--- config.mk ---
export PLATFORM = sky130hd
export DESIGN_NAME = alu_cmd_driver
export DESIGN_NICKNAME = d
export VERILOG_FILES = /design/src/rtl/alu_cmd_driver.sv
export SDC_FILE = /design/constraint.sdc
export NUM_CORES = 1
export LEC_CHECK = 0
export ABC_CLOCK_PERIOD_IN_PS = 3870
export CAP_MARGIN = 10
export CORE_ASPECT_RATIO = 0.75
export CORE_MARGIN = 2
export CORE_UTILIZATION = 53
export DETAILED_ROUTE_END_ITERATION = 8
export PLACE_DENSITY = 0.76
export SLEW_MARGIN = 0
export SYNTH_ARGS = -nofsm -noshare
export SYNTH_HDL_FRONTEND = slang
export SYNTH_SLANG_ARGS = --single-unit
--- constraint.sdc ---
create_clock -name clock -period 3.87 [get_ports clock]
set_input_delay 0.774 -clock clock [delete_from_list [all_inputs] [get_ports clock]]
set_output_delay 0.774 -clock clock [all_outputs]
set_load 0.1 [all_outputs]
--- src/rtl/alu_cmd_driver.sv ---
// alu_cmd_driver: buffers ALU operation requests in a small FIFO, drives the
// ALU operand/opcode registers, and returns checked results on a stream.
//
// Ports:
//   clock, reset        single clock; synchronous active-high reset
//   cmd_valid/ready     request stream; cmd_a, cmd_b, cmd_op payload
//   alu_a/alu_b/alu_sel registered ALU inputs
//   alu_out/alu_carry   registered ALU outputs (one cycle after issue)
//   rsp_valid/ready     response stream; rsp_result, rsp_carry, rsp_err
//   busy                FIFO non-empty or FSM not idle
//   rsp_count           responses delivered, wraps 255 -> 0
module alu_cmd_driver #(
  parameter int DEPTH = 4,
  parameter int WIDTH = 8
) (
  input  logic             clock,
  input  logic             reset,
  input  logic             cmd_valid,
  output logic             cmd_ready,
  input  logic [WIDTH-1:0] cmd_a,
  input  logic [WIDTH-1:0] cmd_b,
  input  logic [3:0]       cmd_op,
  output logic [WIDTH-1:0] alu_a,
  output logic [WIDTH-1:0] alu_b,
  output logic [3:0]       alu_sel,
  input  logic [WIDTH-1:0] alu_out,
  input  logic             alu_carry,
  output logic             rsp_valid,
  input  logic             rsp_ready,
  output logic [WIDTH-1:0] rsp_result,
  output logic             rsp_carry,
  output logic             rsp_err,
  output logic             busy,
  output logic [7:0]       rsp_count
);

  localparam int AW = $clog2(DEPTH);

  typedef struct packed {
    logic [WIDTH-1:0] a;
    logic [WIDTH-1:0] b;
    logic [3:0]       op;
  } cmd_t;

  typedef enum logic [1:0] {
    IDLE,
    ISSUE,
    WAIT,
    RESP
  } state_t;

  // Command FIFO storage and pointers (extra MSB tells full from empty)
  cmd_t          mem_q [DEPTH];
  cmd_t          mem_d [DEPTH];
  logic [AW:0]   wr_ptr_q;
  logic [AW:0]   wr_ptr_d;
  logic [AW:0]   rd_ptr_q;
  logic [AW:0]   rd_ptr_d;
  logic          full;
  logic          empty;
  logic          push;
  logic          pop;
  cmd_t          head;
  cmd_t          cmd_in;

  // FSM and issue/response registers
  state_t           state_q;
  state_t           state_d;
  logic [WIDTH-1:0] alu_a_q;
  logic [WIDTH-1:0] alu_a_d;
  logic [WIDTH-1:0] alu_b_q;
  logic [WIDTH-1:0] alu_b_d;
  logic [3:0]       alu_sel_q;
  logic [3:0]       alu_sel_d;
  logic             err_q;
  logic             err_d;
  logic             is_add_q;
  logic             is_add_d;
  logic             rsp_valid_q;
  logic             rsp_valid_d;
  logic [WIDTH-1:0] rsp_result_q;
  logic [WIDTH-1:0] rsp_result_d;
  logic             rsp_carry_q;
  logic             rsp_carry_d;
  logic             rsp_err_q;
  logic             rsp_err_d;
  logic [7:0]       rsp_count_q;
  logic [7:0]       rsp_count_d;
  logic             hs;
  logic             head_err;

  assign full  = (wr_ptr_q[AW] != rd_ptr_q[AW]) &&
                 (wr_ptr_q[AW-1:0] == rd_ptr_q[AW-1:0]);
  assign empty = (wr_ptr_q == rd_ptr_q);
  assign push  = cmd_valid && !full;
  assign head  = mem_q[rd_ptr_q[AW-1:0]];
  assign hs    = rsp_valid_q && rsp_ready;

  assign cmd_in.a  = cmd_a;
  assign cmd_in.b  = cmd_b;
  assign cmd_in.op = cmd_op;

  // Error class is decided at pop so capture needs no operand compare
  assign head_err = (head.op > 4'd3) ||
                    ((head.op == 4'd3) && (head.b == '0));

  always_comb begin
    mem_d = mem_q;
    if (push) begin
      mem_d[wr_ptr_q[AW-1:0]] = cmd_in;
    end
  end

  assign wr_ptr_d = wr_ptr_q + {{AW{1'b0}}, push};
  assign rd_ptr_d = rd_ptr_q + {{AW{1'b0}}, pop};

  always_comb begin
    state_d      = state_q;
    pop          = 1'b0;
    alu_a_d      = alu_a_q;
    alu_b_d      = alu_b_q;
    alu_sel_d    = alu_sel_q;
    err_d        = err_q;
    is_add_d     = is_add_q;
    rsp_valid_d  = rsp_valid_q;
    rsp_result_d = rsp_result_q;
    rsp_carry_d  = rsp_carry_q;
    rsp_err_d    = rsp_err_q;
    rsp_count_d  = rsp_count_q;

    unique case (state_q)
      IDLE: begin
        if (!empty) begin
          pop     = 1'b1;
          state_d = ISSUE;
        end
      end
      ISSUE: begin
        state_d = WAIT;
      end
      WAIT: begin
        rsp_valid_d = 1'b1;
        rsp_carry_d = is_add_q ? alu_carry : 1'b0;
        unique case (1'b1)
          err_q: begin
            rsp_result_d = {WIDTH{1'b1}};
            rsp_err_d    = 1'b1;
          end
          default: begin
            rsp_result_d = alu_out;
            rsp_err_d    = 1'b0;
          end
        endcase
        state_d = RESP;
      end
      RESP: begin
        if (hs) begin
          rsp_valid_d = 1'b0;
          rsp_count_d = rsp_count_q + 8'd1;
          if (!empty) begin
            pop     = 1'b1;
            state_d = ISSUE;
          end else begin
            state_d = IDLE;
          end
        end
      end
      default: begin
        state_d = IDLE;
      end
    endcase

    // A pop always loads the ALU inputs and the held check info
    if (pop) begin
      alu_a_d   = head.a;
      alu_b_d   = head.b;
      alu_sel_d = head.op;
      err_d     = head_err;
      is_add_d  = (head.op == 4'd0);
    end
  end

  // Storage is don't-care while empty, so it carries no reset
  always_ff @(posedge clock) begin
    mem_q <= mem_d;
  end

  always_ff @(posedge clock) begin
    if (reset) begin
      wr_ptr_q     <= '0;
      rd_ptr_q     <= '0;
      state_q      <= IDLE;
      alu_a_q      <= '0;
      alu_b_q      <= '0;
      alu_sel_q    <= '0;
      err_q        <= 1'b0;
      is_add_q     <= 1'b0;
      rsp_valid_q  <= 1'b0;
      rsp_result_q <= '0;
      rsp_carry_q  <= 1'b0;
      rsp_err_q    <= 1'b0;
      rsp_count_q  <= '0;
    end else begin
      wr_ptr_q     <= wr_ptr_d;
      rd_ptr_q     <= rd_ptr_d;
      state_q      <= state_d;
      alu_a_q      <= alu_a_d;
      alu_b_q      <= alu_b_d;
      alu_sel_q    <= alu_sel_d;
      err_q        <= err_d;
      is_add_q     <= is_add_d;
      rsp_valid_q  <= rsp_valid_d;
      rsp_result_q <= rsp_result_d;
      rsp_carry_q  <= rsp_carry_d;
      rsp_err_q    <= rsp_err_d;
      rsp_count_q  <= rsp_count_d;
    end
  end

  assign cmd_ready  = !full;
  assign alu_a      = alu_a_q;
  assign alu_b      = alu_b_q;
  assign alu_sel    = alu_sel_q;
  assign rsp_valid  = rsp_valid_q;
  assign rsp_result = rsp_result_q;
  assign rsp_carry  = rsp_carry_q;
  assign rsp_err    = rsp_err_q;
  assign rsp_count  = rsp_count_q;
  assign busy       = !empty || (state_q != IDLE);

endmodule

==> flow_results.org, run 1 <==
** Outcome
- The flow ran to the end, and the final reports show no timing, DRC or antenna violations.

** Yosys
- Top-area cell type share of the netlist area :: 49.13%
- Post-synth EDFFs :: 80
- For this run, the leading register cell type out of synthesis is edfxtp_1.
- For this run, the number of Yosys warnings is 0.
- Each instance of the synthesized netlist takes up on average 15.82 um2.
- Share of synthesized registers carrying an async set or reset :: 0%
- After synthesis, the netlist uses 36 different library cells.
- Post-synthesis instance total :: 309
- Sequential elements use 69.19% of the synthesized area.
- After synthesis the netlist holds a flip-flop and latch count of 129.
- Synth area leader :: edfxtp_1
- Netlist area before placement :: 4890 um2
- Synth Net Count :: 351
- By area the synthesized netlist is led by edfxtp_1 (49%), dfxtp_1 (20%), mux4_2 (9.2%).

** Timing
- Dividing the final minimum period by the clock period gives 71.54%.
- Unrepaired setup endpoints after global routing :: no
- The final hold violation count is 0.
- Highest achievable clock rate :: 361.2 MHz
- Minimum setup slack in the final design :: 1101 ps
- Relative slew margins :: 33.51%
- Final setup skew :: 6.747 ps
- Post-route minimum period :: 2769 ps
- Final Max Slew Viols :: 0
- Adding up every negative setup slack in the final design gives 0 ps.
- Actual slew at the worst max-slew pin :: 994.2 ps
- Across all hold checks on the routed design, the worst slack comes to 479.5 ps.
- Final setup violation count :: 0

** Die
- Die height :: 87.19 um
- In this run the standard cell core region covers 9009 um2.
- For this configuration, the core starts out at a cell density of 54.28%.
- 74 I/O pins were placed.
- After floorplanning, the core was divided into 30 placement rows.
- Die Width :: 114.9 um
- The floorplan step defined a die boundary enclosing 10020 um2.

** Drt
- The detailed router finished its first iteration with 151 violations.
- After detailed routing, the number of remaining DRC violations is 0.
- Met2 wire len :: 4.430 mm
- After detailed routing, the average wire length per cell comes to 17.33 um.
- WL met1 :: 3.999 mm
- Routed signal wires occupy layers up through met4.
- Using the TritonRoute via totals, the vias-per-cell ratio works out to 5.399.
- Detailed routing placed a total of 517 um of wire on met3.
- Number of detailed-route iterations in the first pass :: 4
- Antenna-violating nets left :: 0
- Total vias in the final route :: 2802
- Wire length after detailed routing :: 8.994 mm

** Min path
- Along the worst hold path, the cell count comes to 2.
- The path with the worst hold slack has its endpoint at is_add_q.
- Launch point of the worst hold path :: is_add_q
- Worst hold path type :: register to register

** Global route
- Aggregate global-route resource usage :: 19.41%
- Number of global-route vias before repair :: 2797
- The number of antenna violations at the first check in global routing came to 0.
- The first global-routing pass estimated 14.10 mm of wire.
- Entering global routing, the biggest net connects 50 pins.
- After global routing the overflow that remains totals 0.

** Final layout
- Of the cells placed in the final design, the portion with a size suffix greater than 1 is 15.48%.
- Non-Filler Cell Area, Final :: 6307 um2
- Count of nets after finishing :: 436
- Area growth from synthesis to layout :: 28.99%
- Leaving out fill and tap cells, the most frequent cell in the layout is edfxtp_1.
- Commonest non-fill, non-tap cells in the layout :: edfxtp_1 (80), clkdlybuf4s50_1 (70), dfxtp_1 (49), nor2_1 (41), mux2i_1 (22)
- 0 antenna diodes ended up in the layout.

** Setup path
- In this run the worst path has a maximum fanout of 7.
- R2R depth :: 5
- Critical path start-end classification :: register to output port
- The startpoint identified for the worst register-to-register timing path is rd_ptr_q[0].
- Kind of cell adding the most delay to the critical path :: buffers and inverters
- The signal on the critical path passes through clkdlybuf4s50_1.
- Cell with the largest stage delay on the worst path :: clkdlybuf4s50_1
- The number of buffers and inverters on the critical path is 1.
- Data on the critical path is required at its endpoint by 3100 ps.
- Setup slack on the worst reg-to-reg path comes out at 1460 ps.
- Nature of the critical path startpoint :: register
- Critical Path Sink Type :: output port
- The worst register-to-register path ends at err_q.
- Arrival time reported for the critical path endpoint :: 1990 ps
- Longest individual stage delay on the worst path :: 1180 ps

** Clock network
- The clock drives 129 sinks.
- CTS built an H-tree with a depth of 4.
- CTS-repair resized insts :: 0
- In this run, CTS created clock tree buffers numbering 17.
- TritonCTS built the clock tree.
- Root buffer cell :: clkbuf_16
- Clock transition at the registers of the reported paths :: 50 ps
- Insertion delay to the later sink of the worst-skew pair :: 400 ps
- No sink is reached through more buffers than the 2 on the longest clock path.
- Cts-stage hold buffer count :: 0
- Buffers added to address setup during post-CTS repair amount to 0.

** Power
- The worst-case IR drop observed on VDD is 0.5504 mV.
- Total power for the finished layout comes to 4.890 mW.
- Summed over all cells, the static leakage comes to 2.159 nW.
- In this run the power density over the cells is 775.3 nW/um2.

** Placement
- Summed over all nets, the half-perimeter wirelength after detailed placement is 5.563 mm.
- Dpl cell area :: 5741 um2
- Port buffering added 73 buffers.
- The congestion estimate from routability-driven global placement came to 0.7538.
- Worst slack at placement :: 954.4 ps

** Run
- Number of max-cap violations :: 0
[Yosys cell counts (4+ instances only)]
library cell  number
edfxtp_1          80
nor2b_1            5
clkbuf_1           9
a21oi_1            7
ha_1               9
o22ai_1            8
nor2_1            41
nand3_1            5
dfxtp_1           49
nand2_1            6
mux4_2            20
xnor2_1            7
mux2i_1           22
nand4_1            4
[through the flow]
| stage | instances | utilization (%) |
|---|---|---|
| 6_report | 519 | 70.01 |
| 5_1_grt | 519 | 70.01 |
| 4_1_cts | 519 | 70.01 |
| 3_5_place_dp | 487 | 63.72 |
| 3_3_place_gp | 487 | 63.72 |
| 2_1_floorplan | 309 | - |
[power breakdown]
part / internal [mW] / switching [mW]
logic: 0.517 / 1.15
registers: 1.63 / 0.0947
clock network: 0.960 / 0.542
[worst max-delay path by stage]
| stage | from | endpoint | slack [ps] | cells past startpoint |
|---|---|---|---|---|
| after global placement | rsp_ready | rd_ptr_q[1] | 1030 | 7 |
| after floorplan | rd_ptr_q[2] | mem_q[40] | 110 | 4 |
| after detailed placement | rsp_ready | rd_ptr_q[1] | 950 | 7 |
| after CTS | rsp_count[3] | rsp_count[3] | 1080 | 1 |
| final | rsp_count[3] | rsp_count[3] | 1100 | 1 |
| after global routing | rsp_count[3] | rsp_count[3] | 1050 | 1 |
[cell type report]
class	count	area, um2
inverter	3	11.26
fill	638	2701
sequential	129	3383
multi-input combinational	163	1433
clock buffer	22	454.2
timing repair buffer	80	773.2
clock inverter	10	112.6
tap	112	140.1
[layer usage]
| metal | up-vias | global-route usage (%) |
|---|---|---|
| met5 | - | 0 |
| met1 | 1378 | 24.49 |
| met2 | 78 | 31.07 |
| li1 | 1342 | - |
| met4 | 0 | 7.777 |
| met3 | 4 | 6.820 |
[registers in the layout (all words and copies together), names as in the netlist]
register	count
mem_q	80
alu_a	8
alu_b	8
rsp_count	8
rsp_result	8
alu_sel	4
rd_ptr_q	3
wr_ptr_q	3
state_q	2
err_q	1
is_add_q	1
rsp_carry	1
rsp_err	1
rsp_valid	1
[cell families (layout without fill, tap and decap cells)]
kind of cell | count (synthesis) | after routing | synth area share [%]
adders and majority gates | 9 | 9 | 2.303
DFF | 129 | 129 | 69.19
and+or+nand+nor | 78 | 78 | 7.549
buffers and inverters | 17 | 115 | 1.817
AOI/OAI and AO/OA | 23 | 23 | 3.301
muxes | 42 | 42 | 13.72
xor gates and xnor gates | 11 | 11 | 2.124
Note: power is estimated with default switching activity, not from simulation.
==> run 2: changes to the inputs <==
ABC_CLOCK_PERIOD_IN_PS = 2250   (was 3870)
CORE_UTILIZATION = 48   (was 53)
PLACE_DENSITY = 0.72   (was 0.76)
clock period = 2.25 ns   (was 3.87 ns; I/O delays follow)
==> run 2 against run 1 <==
Highest routed layer unchanged. Via count rose by 1.6%. Combinational power rose by 78%. Clock power rose by 78%. Die area rose by 10%. Wire length rose by 8.2%.
==> flow_results.org, run 2 (same netlist as run 1, synthesis figures left out) <==
** Outcome
- Outcome :: completed

** Setup path
- The worst setup path is captured at an output port.
- Arrival time reported for the critical path endpoint :: 1650 ps (-340 ps)
- Worst path cell trace :: buf_12 -> xnor2_4 -> nand3b_1 -> buf_12
- The worst-path maximum fanout was 6 (-1).
- The setup slack of the worst register-to-register path came to 320 ps (-1140 ps).
- STA classifies the critical path startpoint as a register.
- Cell repeated most along the worst path :: buf_12
- The delay of the slowest critical-path stage is 370 ps (-810 ps).
- The largest individual stage delay along the critical path comes from the cell dfxtp_2.
- The required time at the worst-slack endpoint came to 1800 ps (-1300 ps).
- Critical path start-end classification :: register to output port

** Timing
- Share of the clock period used by the worst path after layout :: 93.48%
- Setup repair after global routing left no endpoint under its margin.
- Final-layout setup total negative slack :: 0 ps (unchanged)
- Final setup violation count :: 0 (unchanged)
- The actual slew at the worst max-slew pin was 768.5 ps (-225.7 ps).
- The final hold violation count was 0 (unchanged).
- The number of slew-limit violations in the final report was 0 (unchanged).
- Final setup skew :: 5.838 ps (-0.9085 ps)
- Minimum setup slack in the final design :: 146.7 ps (-954.8 ps)
- Timing would allow up to 475.4 MHz.
- Relative slew margins :: 48.77% (+15 points)
- Post-route minimum period :: 2103 ps

** Clock network
- The number of buffers added by the clock tree synthesis step came to 17 (unchanged).
- The count of hold-fix buffers inserted at cts is 0 (unchanged).
- The number of post-CTS setup repair buffers is 0 (unchanged).
- The number of clock sinks seen by CTS came to 129 (unchanged).
- Worst-case clock buffer depth :: 2 (unchanged)
- The source-to-sink clock delay at the later pin of the worst-skew pair was 410 ps (about the same).
- H-tree level count :: 4 (unchanged)
- Clock transition at the registers of the reported paths :: 50 ps (about the same)
- The number of gates resized after CTS was 0 (unchanged).
- Clock tree from TritonCTS :: yes
- The tree is rooted in a clkbuf_16.

** Global route
- Global-route wire length before repair :: 15.29 mm (+8.5%)
- The number of global-route vias before repair was 2943 (+5.2%).
- Remaining Overflow, GRT :: 0 (unchanged)
- The overall track demand over capacity in global routing was 18.78% (-0.63 points).
- Antenna violations before repair :: 0 (unchanged)
- The maximum number of pins on one net before global-route repair is 41 (-18%).

** Power
- The leakage power total is 2.312 nW (+7.1%).
- Power density over the cells :: 1334 nW/um2 (+72%)
- VDD IR max :: 0.6179 mV (+12%)

** Die
- Core area :: 9774 um2 (+8.5%)
- Std-Cell Rows :: 31 (+3.3%)
- Number of ports placed on the die boundary :: 74 (unchanged)
- Area of the die :: 11020 um2 (+10%)
- The horizontal die dimension was 120.5 um (+4.9%).
- The height of the die was 91.41 um (+4.8%).
- Starting Density :: 50.03% (-4.3 points)

** Final layout
- Flip-flop count of the largest register, all copies and words added :: 80 (unchanged)
- The non-filler instance count after layout is 544 (+4.8%).
- Compared with the post-synthesis result, the final layout area differs by 32.22%.
- Commonest non-fill, non-tap cells in the layout :: edfxtp_1 (80), buf_4 (47), dfxtp_1 (42), nor2_1 (41), clkdlybuf4s50_1 (31)
- Count of nets after finishing :: 441 (+1.1%)
- The antenna diode count is 0 (unchanged).
- Counting flops per register, the top entry is mem_q.
- The library cell used most frequently in the layout, excluding fill and tap cells, is edfxtp_1.
- The share of cells above drive strength 1 was 29.13% (+14 points).

** Placement
- RePlAce Congestion :: 0.7545 (about the same)
- The number of cells in the design after placement is 512 (+5.1%).
- The worst setup slack before clock tree synthesis is -1.589 ps (-956.0 ps).
- HPWL reported at the end of detailed placement :: 6.370 mm (+14%)
- The number of input and output port buffers inserted came to 73 (unchanged).

** Drt
- The routed wirelength normalized by instance count came to 17.88 um (+3.2%).
- The final routed DRC violation total is 0 (unchanged).
- Antenna-violating nets left :: 0 (unchanged)
- Number of detailed-route iterations in the first pass :: 4 (unchanged)
- DRC marker count from the first detailed-route iteration :: 122 (-19%)
- The via-per-instance ratio came to 5.233 (-3.1%).
- Wire length after detailed routing :: 9.728 mm (+8.2%)
- Total vias in the final route :: 2847 (+1.6%)

** Min path
- Worst hold path type :: register to register

** Run
- Number of max-cap violations :: 0 (unchanged)
## run 2: changes by cell type in the layout (fill, tap and decap cells not counted), moves of 3 or more
cell / previous run / this run
clkdlybuf4s50_1: 70 / 31
buf_4: 9 / 47
dfxtp_1: 49 / 42
buf_12: 0 / 6
dfxtp_2: 0 / 5
xnor2_4: 0 / 3
## run 2: worst paths after layout
| path | from | endpoint | depth (start not counted) |
|---|---|---|---|
| worst max-delay path | rd_ptr_q[0] | cmd_ready | 4 |
| worst min-delay path | rsp_carry | rsp_carry | 2 |
| worst max register to register | rd_ptr_q[0] | wr_ptr_q[1] | 8 |
| worst min register to register | rsp_carry | rsp_carry | 2 |
## run 2: where the power goes
part	leakage (nW)	internal, mW	switching, mW
combinational	0.896	0.943	2.02
sequential	1.14	2.80	0.185
clock	0.279	1.72	0.948
## run 2: layout make-up
cell class	count	area, um2
flip-flops and latches	129	3397
fillers	711	3309
repair buffers	85	788.3
clock buffers	20	436.7
well taps	132	165.2
multi-input cells	163	1525
inverters	3	11.26
clock inverters	12	141.4
## run 2: routing by layer
metal	vias to the layer above	GRT usage (%)	part of all wire (%)
met1	1425	23.81	44
met5	-	0	0
met2	63	30.79	51
li1	1350	-	-
met3	9	5.842	4.2
met4	0	6.202	0.97
## run 2: through the flow
step           utilization (%)  hold slack, ps  total power [mW]  area (um2)
6_report                 66.14           468.3             8.626        6465
5_1_grt                  66.14           511.7             8.962        6465
4_1_cts                  66.14           467.9             8.708        6465
3_5_place_dp             60.23           458.1             6.016        5887
3_3_place_gp             60.23           454.2             5.957        5887
2_1_floorplan                -           446.7             5.321        5011
## run 2: worst max-delay path: cells and delay by family (launching register included)
kind,cells,cell delay [ps]
buf+inv,2,390
simple gates,1,220
flops,1,370
xor+xnor,1,250
